===== src/rtl/vga_timing_pkg.sv =====
// -----------------------------------------------------------------------------
// vga_timing_pkg
//   Shared types and constants for the Pong VGA timing path.
//   - phase_t      : per-axis phase of the raster (SYNC, BP, ACTIVE, FP)
//   - axis_t       : selects the horizontal or vertical column of the table
//   - MODE_*       : video mode encodings carried on mode_sel
//   - TIMING_TABLE : sync/bp/active/fp lengths per mode and axis
//   - timing_len() : table lookup; the illegal mode falls back to mode 0
//   - next_phase() : SYNC -> BP -> ACTIVE -> FP -> SYNC
// -----------------------------------------------------------------------------
package vga_timing_pkg;

    typedef enum logic [1:0] {
        PH_SYNC   = 2'd0,
        PH_BP     = 2'd1,
        PH_ACTIVE = 2'd2,
        PH_FP     = 2'd3
    } phase_t;

    typedef enum logic {
        AXIS_H = 1'b0,
        AXIS_V = 1'b1
    } axis_t;

    localparam logic [1:0] MODE_640     = 2'd0;
    localparam logic [1:0] MODE_SIM     = 2'd1;
    localparam logic [1:0] MODE_320     = 2'd2;
    localparam logic [1:0] MODE_ILLEGAL = 2'd3;

    // Indexed [mode][axis][phase]; phase order matches phase_t.
    localparam int unsigned TIMING_TABLE [3][2][4] = '{
        '{'{96, 48, 640, 16}, '{2, 33, 480, 10}},   // mode 0: 640x480
        '{'{ 2,  3,   5,  2}, '{2,  3,   5,  2}},   // mode 1: simulation
        '{'{48, 24, 320,  8}, '{2, 16, 240,  5}}    // mode 2: 320x240
    };

    function automatic int unsigned timing_len(input logic [1:0] mode,
                                               input axis_t      axis,
                                               input phase_t     ph);
        logic [1:0] row;
        row = (mode == MODE_ILLEGAL) ? MODE_640 : mode;
        return TIMING_TABLE[row][axis][ph];
    endfunction

    function automatic phase_t next_phase(input phase_t ph);
        phase_t nxt;
        case (ph)
            PH_SYNC:   nxt = PH_BP;
            PH_BP:     nxt = PH_ACTIVE;
            PH_ACTIVE: nxt = PH_FP;
            default:   nxt = PH_SYNC;
        endcase
        return nxt;
    endfunction

endpackage


===== src/rtl/vga_timing_controller_phase_counter.sv =====
// -----------------------------------------------------------------------------
// phase_counter
//   One axis of the raster: walks SYNC -> BP -> ACTIVE -> FP, counting
//   0..len-1 inside each phase.
//   Ports:
//     clock, reset           : system clock, async active-low reset
//     advance                : step the counter by one unit (pixel or line)
//     restart                : force SYNC/0 (mode change at a frame boundary)
//     len_sync..len_fp       : lengths of the four phases
//     phase, count           : current phase and position within it
//     last                   : count is on the final unit of the current phase
//     wrap                   : last unit of FP, i.e. end of the whole axis period
// -----------------------------------------------------------------------------
module phase_counter
    import vga_timing_pkg::*;
#(
    parameter int WIDTH = 10
) (
    input  logic             clock,
    input  logic             reset,
    input  logic             advance,
    input  logic             restart,
    input  logic [WIDTH-1:0] len_sync,
    input  logic [WIDTH-1:0] len_bp,
    input  logic [WIDTH-1:0] len_active,
    input  logic [WIDTH-1:0] len_fp,
    output phase_t           phase,
    output logic [WIDTH-1:0] count,
    output logic             last,
    output logic             wrap
);

    logic [WIDTH-1:0] cur_len;

    always_comb begin
        // NOTE: default first so every path assigns cur_len and no latch is inferred.
        cur_len = len_sync;
        case (phase)
            PH_SYNC:   cur_len = len_sync;
            PH_BP:     cur_len = len_bp;
            PH_ACTIVE: cur_len = len_active;
            PH_FP:     cur_len = len_fp;
            default:   cur_len = len_sync;
        endcase
    end

    assign last = (count == cur_len - WIDTH'(1));
    assign wrap = last && (phase == PH_FP);

    // NOTE: state registers use non-blocking assignments so every flop samples
    // pre-edge values regardless of statement order.
    always_ff @(posedge clock or negedge reset) begin
        if (!reset) begin
            phase <= PH_SYNC;
            count <= '0;
        end else if (restart) begin
            phase <= PH_SYNC;
            count <= '0;
        end else if (advance) begin
            if (last) begin
                phase <= next_phase(phase);
                count <= '0;
            end else begin
                count <= count + WIDTH'(1);
            end
        end
    end

endmodule


===== src/rtl/vga_timing_controller.sv =====
// -----------------------------------------------------------------------------
// vga_timing_controller
//   Pixel-tick divider, horizontal/vertical phase machines and video-mode
//   owner for the Pong VGA path. Mode requests are queued and applied only at
//   a frame boundary so a raster is never torn.
//   Parameters:
//     DIVIDE    : system clocks per pixel tick (1..16)
//     WIDTH     : width of position and configuration buses
//     INIT_MODE : mode loaded at reset (0 for the real display)
//   Ports:
//     clock, reset               : system clock, async active-low reset
//     mode_sel, mode_req         : requested mode and request strobe
//     mode_ack, mode_err         : one-clock apply / reject pulses
//     pixel_tick                 : one-clock pulse every DIVIDE clocks
//     hsync, vsync               : active-low sync
//     line_end, frame_end        : last pixel of line / frame pulses
//     video_on                   : both axes in ACTIVE
//     xposition, yposition       : position inside the active area, else 0
//     v_synch_pulse..v_front_porch : vertical configuration of the current mode
// -----------------------------------------------------------------------------
module vga_timing_controller
    import vga_timing_pkg::*;
#(
    parameter int         DIVIDE    = 4,
    parameter int         WIDTH     = 10,
    parameter logic [1:0] INIT_MODE = MODE_640
) (
    input  logic             clock,
    input  logic             reset,
    input  logic [1:0]       mode_sel,
    input  logic             mode_req,
    output logic             mode_ack,
    output logic             mode_err,
    output logic             pixel_tick,
    output logic             hsync,
    output logic             vsync,
    output logic             line_end,
    output logic             frame_end,
    output logic             video_on,
    output logic [WIDTH-1:0] xposition,
    output logic [WIDTH-1:0] yposition,
    output logic [WIDTH-1:0] v_synch_pulse,
    output logic [WIDTH-1:0] v_back_porch,
    output logic [WIDTH-1:0] v_active_video,
    output logic [WIDTH-1:0] v_front_porch
);

    localparam int              DIV_W    = (DIVIDE > 1) ? $clog2(DIVIDE) : 1;
    localparam logic [DIV_W-1:0] DIV_LAST = DIV_W'(DIVIDE - 1);

    logic [DIV_W-1:0] divider;
    logic [1:0]       cur_mode;
    logic [1:0]       pending_mode;
    logic             pending;
    logic             apply;
    logic             accept;

    logic [WIDTH-1:0] h_len_sync, h_len_bp, h_len_active, h_len_fp;
    phase_t           h_phase, v_phase;
    logic [WIDTH-1:0] h_count, v_count;
    logic             h_last, v_last, h_wrap, v_wrap;

    // ---------------------------------------------------------------- divider
    // The tick is registered, so it is low throughout reset and the first one
    // appears DIVIDE clocks after release for every legal DIVIDE, including 1.
    always_ff @(posedge clock or negedge reset) begin
        if (!reset) begin
            divider    <= '0;
            pixel_tick <= 1'b0;
        end else begin
            pixel_tick <= (divider == DIV_LAST);
            divider    <= (divider == DIV_LAST) ? '0 : divider + DIV_W'(1);
        end
    end

    // --------------------------------------------------------- phase machines
    always_comb begin
        h_len_sync   = WIDTH'(timing_len(cur_mode, AXIS_H, PH_SYNC));
        h_len_bp     = WIDTH'(timing_len(cur_mode, AXIS_H, PH_BP));
        h_len_active = WIDTH'(timing_len(cur_mode, AXIS_H, PH_ACTIVE));
        h_len_fp     = WIDTH'(timing_len(cur_mode, AXIS_H, PH_FP));
    end

    phase_counter #(.WIDTH(WIDTH)) u_h_counter (
        .clock      (clock),
        .reset      (reset),
        .advance    (pixel_tick),
        .restart    (apply),
        .len_sync   (h_len_sync),
        .len_bp     (h_len_bp),
        .len_active (h_len_active),
        .len_fp     (h_len_fp),
        .phase      (h_phase),
        .count      (h_count),
        .last       (h_last),
        .wrap       (h_wrap)
    );

    // The vertical mirror runs from the same configuration registers that
    // feed the external vertical unit, so the two cannot disagree.
    phase_counter #(.WIDTH(WIDTH)) u_v_counter (
        .clock      (clock),
        .reset      (reset),
        .advance    (line_end),
        .restart    (apply),
        .len_sync   (v_synch_pulse),
        .len_bp     (v_back_porch),
        .len_active (v_active_video),
        .len_fp     (v_front_porch),
        .phase      (v_phase),
        .count      (v_count),
        .last       (v_last),
        .wrap       (v_wrap)
    );

    // Per-phase end flags are not needed at this level; only the wraps are.
    logic unused_phase_last;
    assign unused_phase_last = h_last ^ v_last;

    // Decodes of flops only: these change exactly on the edge that consumes a tick.
    assign line_end  = pixel_tick && h_wrap;
    assign frame_end = line_end && v_wrap;
    assign hsync     = (h_phase != PH_SYNC);
    assign vsync     = (v_phase != PH_SYNC);
    assign video_on  = (h_phase == PH_ACTIVE) && (v_phase == PH_ACTIVE);
    assign xposition = (h_phase == PH_ACTIVE) ? h_count : '0;
    assign yposition = (v_phase == PH_ACTIVE) ? v_count : '0;

    // ------------------------------------------------------- mode sequencing
    // apply uses the pending flag from before this edge, so a request landing
    // on the frame_end clock is latched now and applied one frame later.
    assign apply  = frame_end && pending;
    assign accept = mode_req && !pending && (mode_sel != MODE_ILLEGAL);

    always_ff @(posedge clock or negedge reset) begin
        if (!reset) begin
            cur_mode       <= INIT_MODE;
            pending_mode   <= INIT_MODE;
            pending        <= 1'b0;
            mode_ack       <= 1'b0;
            mode_err       <= 1'b0;
            v_synch_pulse  <= WIDTH'(timing_len(INIT_MODE, AXIS_V, PH_SYNC));
            v_back_porch   <= WIDTH'(timing_len(INIT_MODE, AXIS_V, PH_BP));
            v_active_video <= WIDTH'(timing_len(INIT_MODE, AXIS_V, PH_ACTIVE));
            v_front_porch  <= WIDTH'(timing_len(INIT_MODE, AXIS_V, PH_FP));
        end else begin
            mode_ack <= apply;
            mode_err <= mode_req && !pending && (mode_sel == MODE_ILLEGAL);
            if (apply) begin
                cur_mode       <= pending_mode;
                pending        <= 1'b0;
                v_synch_pulse  <= WIDTH'(timing_len(pending_mode, AXIS_V, PH_SYNC));
                v_back_porch   <= WIDTH'(timing_len(pending_mode, AXIS_V, PH_BP));
                v_active_video <= WIDTH'(timing_len(pending_mode, AXIS_V, PH_ACTIVE));
                v_front_porch  <= WIDTH'(timing_len(pending_mode, AXIS_V, PH_FP));
            end else if (accept) begin
                pending      <= 1'b1;
                pending_mode <= mode_sel;
            end
        end
    end

endmodule


===== config.mk =====
export PLATFORM = sky130hd
export DESIGN_NAME = vga_timing_controller
export DESIGN_NICKNAME = d
export VERILOG_FILES = /design/src/rtl/vga_timing_pkg.sv /design/src/rtl/vga_timing_controller_phase_counter.sv /design/src/rtl/vga_timing_controller.sv
export SDC_FILE = /design/constraint.sdc
export NUM_CORES = 1
export LEC_CHECK = 0
export ABC_CLOCK_PERIOD_IN_PS = 9850
export BUFFER_PORTS_ARGS = -buffer_cell sky130_fd_sc_hd__buf_2
export CAP_MARGIN = 20
export CORE_MARGIN = 2
export CORE_UTILIZATION = 30
export CTS_CLUSTER_DIAMETER = 80
export CTS_CLUSTER_SIZE = 14
export DETAILED_ROUTE_END_ITERATION = 6
export HOLD_SLACK_MARGIN = 0.06
export PLACE_DENSITY_LB_ADDON = 0.08
export SLEW_MARGIN = 10
export SYNTH_ARGS = -nofsm -noshare
export SYNTH_HDL_FRONTEND = slang
export SYNTH_HIERARCHICAL = 1
export SYNTH_SLANG_ARGS = --single-unit

===== constraint.sdc =====
create_clock -name clock -period 9.85 [get_ports clock]
set_clock_uncertainty 0.15 [all_clocks]
set_input_delay 0.4925 -clock clock [delete_from_list [all_inputs] [get_ports clock]]
set_output_delay 0.4925 -clock clock [all_outputs]
set_load 0.01 [all_outputs]

* Word-level counts from Yosys, hierarchy flattened *
Cells that the tools add are included.

word-level totals
  bits in registers = 74
  input port bits = 5

cells by class
  $add $sub $neg = 5
  $lt $le $gt $ge = 2
  equal/unequal tests = 13
  mux-type cells = 29
  bitwise operators = 3
  reduce and logical (&&, ||, !) cells = 22

operators by type and width
  cell                                                 number
  binary-select mux 256 bit (select 2 bit)             2
  two-way mux 234 bit                                  2
  two-way mux 106 bit                                  2
  two-way mux 10 bit                                   8
  case mux 10 bit (4 select lines)                     2
  adder 10 x 1 -> 10 bit (second input constant)       2
  == test 10 bit                                       2
  subtractor 10 x 1 -> 10 bit (second input constant)  2
  two-way mux 2 bit                                    9
  == test 2 bit (second input constant)                8
  nonzero test 2 bit                                   7
  case mux 2 bit (3 select lines)                      2
  logical AND 1 bit                                    9
  >= comparator 3 bit (second input constant)          2
  inverter 2 -> 3 bit                                  2
  AND reduction 2 bit                                  3
  == test 2 x 1 -> 1 bit (second input constant)       2
  zero test 2 bit                                      2
  adder 2 x 1 -> 2 bit (second input constant)         1
  two-way mux 1 bit                                    2
  inequality test 2 bit (second input constant)        1
  zero test 1 bit                                      1
  inverter 1 bit                                       1

* Logic depth before layout (Yosys ltp) *
  word-level depth = 15
  gate-level depth with buffers = 21

* Modules after synthesis *
The synthesis kept the hierarchy.

by module, submodules not included
  module                 instances  cells each  area an instance (um2)  seq. area each (um2)
  phase_counter          2          188         1541.5                  300.3
  vga_timing_controller  1          116         1142.3                  405.4

* Least setup slack after synthesis *
OpenSTA, ideal clock, no wires.

  kind = reg2reg
  start point = reg u_h_counter.phase[0]
  end point = reg u_h_counter.count[9]
  setup time = 0.127 ns
  arrival = 4.055 ns
  data required time = 9.573 ns
  slack = 5.518 ns
  stages on the path, launching flop included = 20
  path buffers = 2
  clock period less this slack = 4.332 ns
  cell sequence = dfrtp_1 inv_1 ha_1 buf_6 buf_6 mux2_2 ha_1 and3b_1 a31o_2 or4_1 a31oi_4 nor2_1 a211oi_1 and2_1 nand4_4 inv_1 o21ai_0 nor4_1 xnor2_1 nor2_1

on the way
  longest elaborated chain between the ends = 9

ends and longest elaborated chain
  element                                                          line                                       RTL
  start: declaration                                               vga_timing_controller_phase_counter.sv:27  output phase_t phase,
  start signal: assignment                                         vga_timing_controller_phase_counter.sv:61  phase <= next_phase(phase);
  == test 2 bit (tied with other cells)                            vga_timing_controller_phase_counter.sv:38  case (phase)
  case mux 10 bit (4 select lines) (*)                             vga_timing_controller_phase_counter.sv:38
  subtractor 10 x 1 -> 10 bit (*)                                  vga_timing_controller_phase_counter.sv:47  assign last = (count == cur_len - WIDTH'(1));
  == test 10 bit (*)                                               vga_timing_controller_phase_counter.sv:47
  named net h_last                                                 vga_timing_controller.sv:61                logic h_last, v_last, h_wrap, v_wrap;
  logical AND 1 bit (*)                                            vga_timing_controller_phase_counter.sv:48  assign wrap = last && (phase == PH_FP);
  named net h_wrap                                                 vga_timing_controller.sv:61
  logical AND 1 bit (*)                                            vga_timing_controller.sv:121               assign line_end = pixel_tick && h_wrap;
  logical AND 1 bit (*)                                            vga_timing_controller.sv:122               assign frame_end = line_end && v_wrap;
  logical AND 1 bit (*)                                            vga_timing_controller.sv:132               assign apply = frame_end && pending;
  named net apply                                                  vga_timing_controller.sv:55                logic apply;
  two-way mux 10 bit / nonzero test 2 bit (equally long branches)  -
  end signal: assignment                                           vga_timing_controller_phase_counter.sv:64  count <= count + WIDTH'(1);
  end: declaration                                                 vga_timing_controller_phase_counter.sv:28  output logic [WIDTH-1:0] count,

Mark *: on every way through the listed nets, which the timed path passes. The rest lies on a longest branch. The select of a mux whose other input is x is not followed.
A chain may end at the register's enable or synchronous reset.

* Worst setup path after layout *
  start point = reg u_v_counter.phase[0]
  end point = reg u_h_counter.count[7]

on the way
  longest elaborated chain between the ends = 8

ends and longest elaborated chain
  element                                                          line
  start: declaration                                               vga_timing_controller_phase_counter.sv:27
  start signal: assignment                                         vga_timing_controller_phase_counter.sv:61
  == test 2 bit (tied with other cells)                            vga_timing_controller_phase_counter.sv:38
  case mux 10 bit (4 select lines) (*)                             vga_timing_controller_phase_counter.sv:38
  subtractor 10 x 1 -> 10 bit (*)                                  vga_timing_controller_phase_counter.sv:47
  == test 10 bit (*)                                               vga_timing_controller_phase_counter.sv:47
  named net v_last                                                 vga_timing_controller.sv:61
  logical AND 1 bit (*)                                            vga_timing_controller_phase_counter.sv:48
  named net v_wrap                                                 vga_timing_controller.sv:61
  logical AND 1 bit (*)                                            vga_timing_controller.sv:122
  logical AND 1 bit (*)                                            vga_timing_controller.sv:132
  named net apply                                                  vga_timing_controller.sv:55
  two-way mux 10 bit / nonzero test 2 bit (equally long branches)  -

Mark *: on every way through the listed nets, which the timed path passes. The rest lies on a longest branch.

==> results_dict.tcl <==
set metrics [dict create \
    portBuffers 48 \
    die-area_um2 15000 \
    dieHeight_um 123 \
    clkSinkCount 40 \
    slew_headroom_pct 38.0 \
    final_max_slew_viol_count 0 \
    rows 43 \
    fillCellCount 1437 \
    critical_path_buf_inv_count 2 \
    design.core.area_um2 13800 \
    grt_max_degree 41 \
    synth-seq-cells 40 \
    crit_family "simple AND/OR/NAND/NOR gates" \
    critPathKind "flop to flop" \
    yosysUniqueCellTypes 58 \
    period_minus_slack_ns 5.89 \
    drtIter0Drc 220 \
    drive_gt1_share_pct 16.2 \
    dp_hpwl_um 8640 \
    wirelength_um 11500 \
    grt.overflow.total 0 \
    htreeDepth 2 \
    drtAntennaViolNets 0 \
    dr.pass1.iters 7 \
    drc_errors 0 \
    final.setup.tns_ns 0 \
    grt_pass1_wl_um 18600 \
    worst_pin_slew_ns 0.930 \
    cellLeakagePower_nw 2.18 \
    hold_violations 0 \
    vdd_drop_max_mv 0.0537 \
    clkTransAtPathRegs_ns 0.07 \
    synth-async-reset-ratio_pct 100 \
    antenna_found_initial 0 \
    place_area_um2 4640 \
    setup_violations 0 \
    final_cell_mix "conb_1 (86), buf_2 (48), inv_1 (37)" \
    synth_warnings 6 \
    die_w_um 123 \
    synth-edff-count 0 \
    cp.arrival_ns 5.91 \
    cp-start-kind "flop" \
    post-route-period-util_pct 59.8 \
    multi_input_area_um2 3030 \
    crit_path_frequent_cell "nor2_1" \
    fin_nets 605 \
    cap_viol_max_count 0 \
    critical_path.slowest_cell "ha_1" \
    place.gp.congestion 0.838 \
    required_ns 9.87 \
    syn_area_um2 4230 \
    final_common_cell "conb_1" \
    syn_inst 492 \
    min_path_type "flop to flop" \
    clock.fmax_ghz 0.170 \
    grt_setup_unrepaired "false" \
    ios 73 \
    numCtsBuffers 5 \
    area_delta_synth_final_pct 14.2 \
    place_ws_ns 3.98 \
    regArea_um2 1010 \
    outcome "complete, no violations" \
    synth-main-ff-cell "dfrtp_1" \
    worst_slack_ns 3.96 \
    endpoint_kind "flop" \
    path_max_fanout 29 \
    final_area_um2 4820 \
    n_antenna_cell 0 \
    ys_seq_area_share_pct 23.8 \
    drt-vias-per-instance 4.87 \
    grt_pass1_vias 3528 \
    slowest_delay_ns 0.76 \
    syn_avg_cell_area_um2 8.59 \
    root_buffer "clkbuf_16" \
    pwr_density_cell_nw_per_um2 91.6 \
    start_util_pct 30.6 \
    via_count 3706 \
    worst_skew_pair.late_latency_ns 0.30 \
    avgRoutedWirePerCell_um 15.1 \
    worstPathCellList "inv_1, ha_1, mux2_2, ha_1, nor2b_1, a31o_2, or4_1, a31oi_4, nor2_1, a211oi_1, and2_1, nand4_4, inv_1, o21ai_0, nor2_1, nand4_1, xor2_1, nor2_1" \
    clock_path_buffers 2 \
    cts_tree "built" \
    post_cts_buffers 0 \
    grt_util_all_layers_pct 15.9 \
]
## per-layer routing
metal | up-vias | track usage [%] | part of all wire (%)
met1 | 1738 | 21.2 | 48
li1 | 1863 | - | -
met5 | - | 0 | 0
met3 | 12 | 2.97 | 4.3
met4 | 0 | 5.53 | 1.4
met2 | 93 | 25.5 | 47
## cell type report
class	instances	area share, %
Multi-Input combinational cell	446	62.8
Tap cell	180	4.67
Clock inverter	2	0.285
Inverter	37	2.88
Timing Repair Buffer	50	5.60
Clock buffer	6	2.88
Sequential cell	40	20.9
## what timing repair did
item / CTS / global route
resized for setup: 0 / 0
hold buffers: 0 / 1
hold endpoints to repair: 0 / 10
## worst paths after layout
path / start / endpoint / slack [ns] / depth (start not counted)
worst min register to register: divider[0] / divider[0] / 0.29 / 1
worst min-delay path: divider[0] / divider[0] / 0.29 / 1
worst max register to register: u_v_counter/phase[0] / u_h_counter/count[7] / 3.96 / 18
max in group asynchronous: reset / u_v_counter/count[7] / 8.57 / 3
worst max-delay path: u_v_counter/phase[0] / u_h_counter/count[7] / 3.96 / 18
min in group asynchronous: reset / u_h_counter/count[7] / 0.50 / 2
## stage by stage
step | power, W | hold slack, ns | instances | utilization, %
6_report | 0.000442 | 0.286 | 761 | 34.9
5_1_grt | 0.000468 | 0.287 | 761 | 34.9
4_1_cts | 0.000446 | 0.253 | 759 | 34.7
3_5_place_dp | 0.000268 | 0.267 | 751 | 33.6
3_3_place_gp | 0.000268 | 0.265 | 751 | 33.6
2_1_floorplan | 0.000255 | 0.0469 | 577 | -
## logic make-up after synthesis
| logic type | count (synthesis) | synth area share, % |
|---|---|---|
| flops | 40 | 23.8 |
| mux | 24 | 5.98 |
| other cells | 1 | 0.0888 |
| simple gates | 173 | 24.1 |
| xor+xnor | 32 | 6.63 |
| fa+ha+maj | 20 | 5.92 |
| compound gates | 111 | 21.5 |
| buf+inv | 91 | 12.0 |
## power by group
part	switching (W)	leakage, nW	internal (W)	total [W]
Clock	0.0000740	0.0772	0.000101	0.000175
Combinational	0.0000496	1.63	0.0000326	0.0000822
Sequential	0.0000148	0.469	0.000170	0.000184
## synth_stat cells (5+ instances only)
cell type	number	share of area, %
a211oi_1	10	1.8
a21oi_1	17	2.0
a222oi_1	12	2.8
a22oi_1	8	1.4
a31oi_1	10	1.5
and2_1	29	4.3
and3_1	7	1.0
buf_2	6	0.71
buf_4	34	6.0
clkbuf_1	10	0.89
dfrtp_1	36	21
ha_1	20	5.9
inv_1	37	3.3
mux2_2	10	2.7
mux2i_1	14	3.3
nand2_1	17	1.5
nand2b_1	5	0.74
nand3_1	8	0.95
nand4_1	8	1.2
nor2_1	33	2.9
nor2b_1	15	2.2
nor3b_1	7	1.2
nor4_1	10	1.5
o21ai_0	12	1.4
o31ai_1	6	1.1
or4_1	8	1.4
xnor2_1	20	4.1
xor2_1	12	2.5
## state kept, by name (all words and copies together) (netlist names), 2 cells and up
name and count:
u_h_counter/count 10, u_v_counter/count 10, v_front_porch 3, cur_mode 2, divider 2, pending_mode 2, u_h_counter/phase 2, u_v_counter/phase 2
## worst reg2reg max path: stages (launching register included)
cell	delay, ns
dfrtp_1	0.42
inv_1	0.12
ha_1	0.76
mux2_2	0.46
ha_1	0.27
nor2b_1	0.17
a31o_2	0.33
or4_1	0.52
a31oi_4	0.20
nor2_1	0.06
a211oi_1	0.27
and2_1	0.24
nand4_4	0.21
inv_1	0.69
o21ai_0	0.27
nor2_1	0.26
nand4_1	0.14
xor2_1	0.17
nor2_1	0.05
Note: power is estimated with default switching activity, not from simulation.
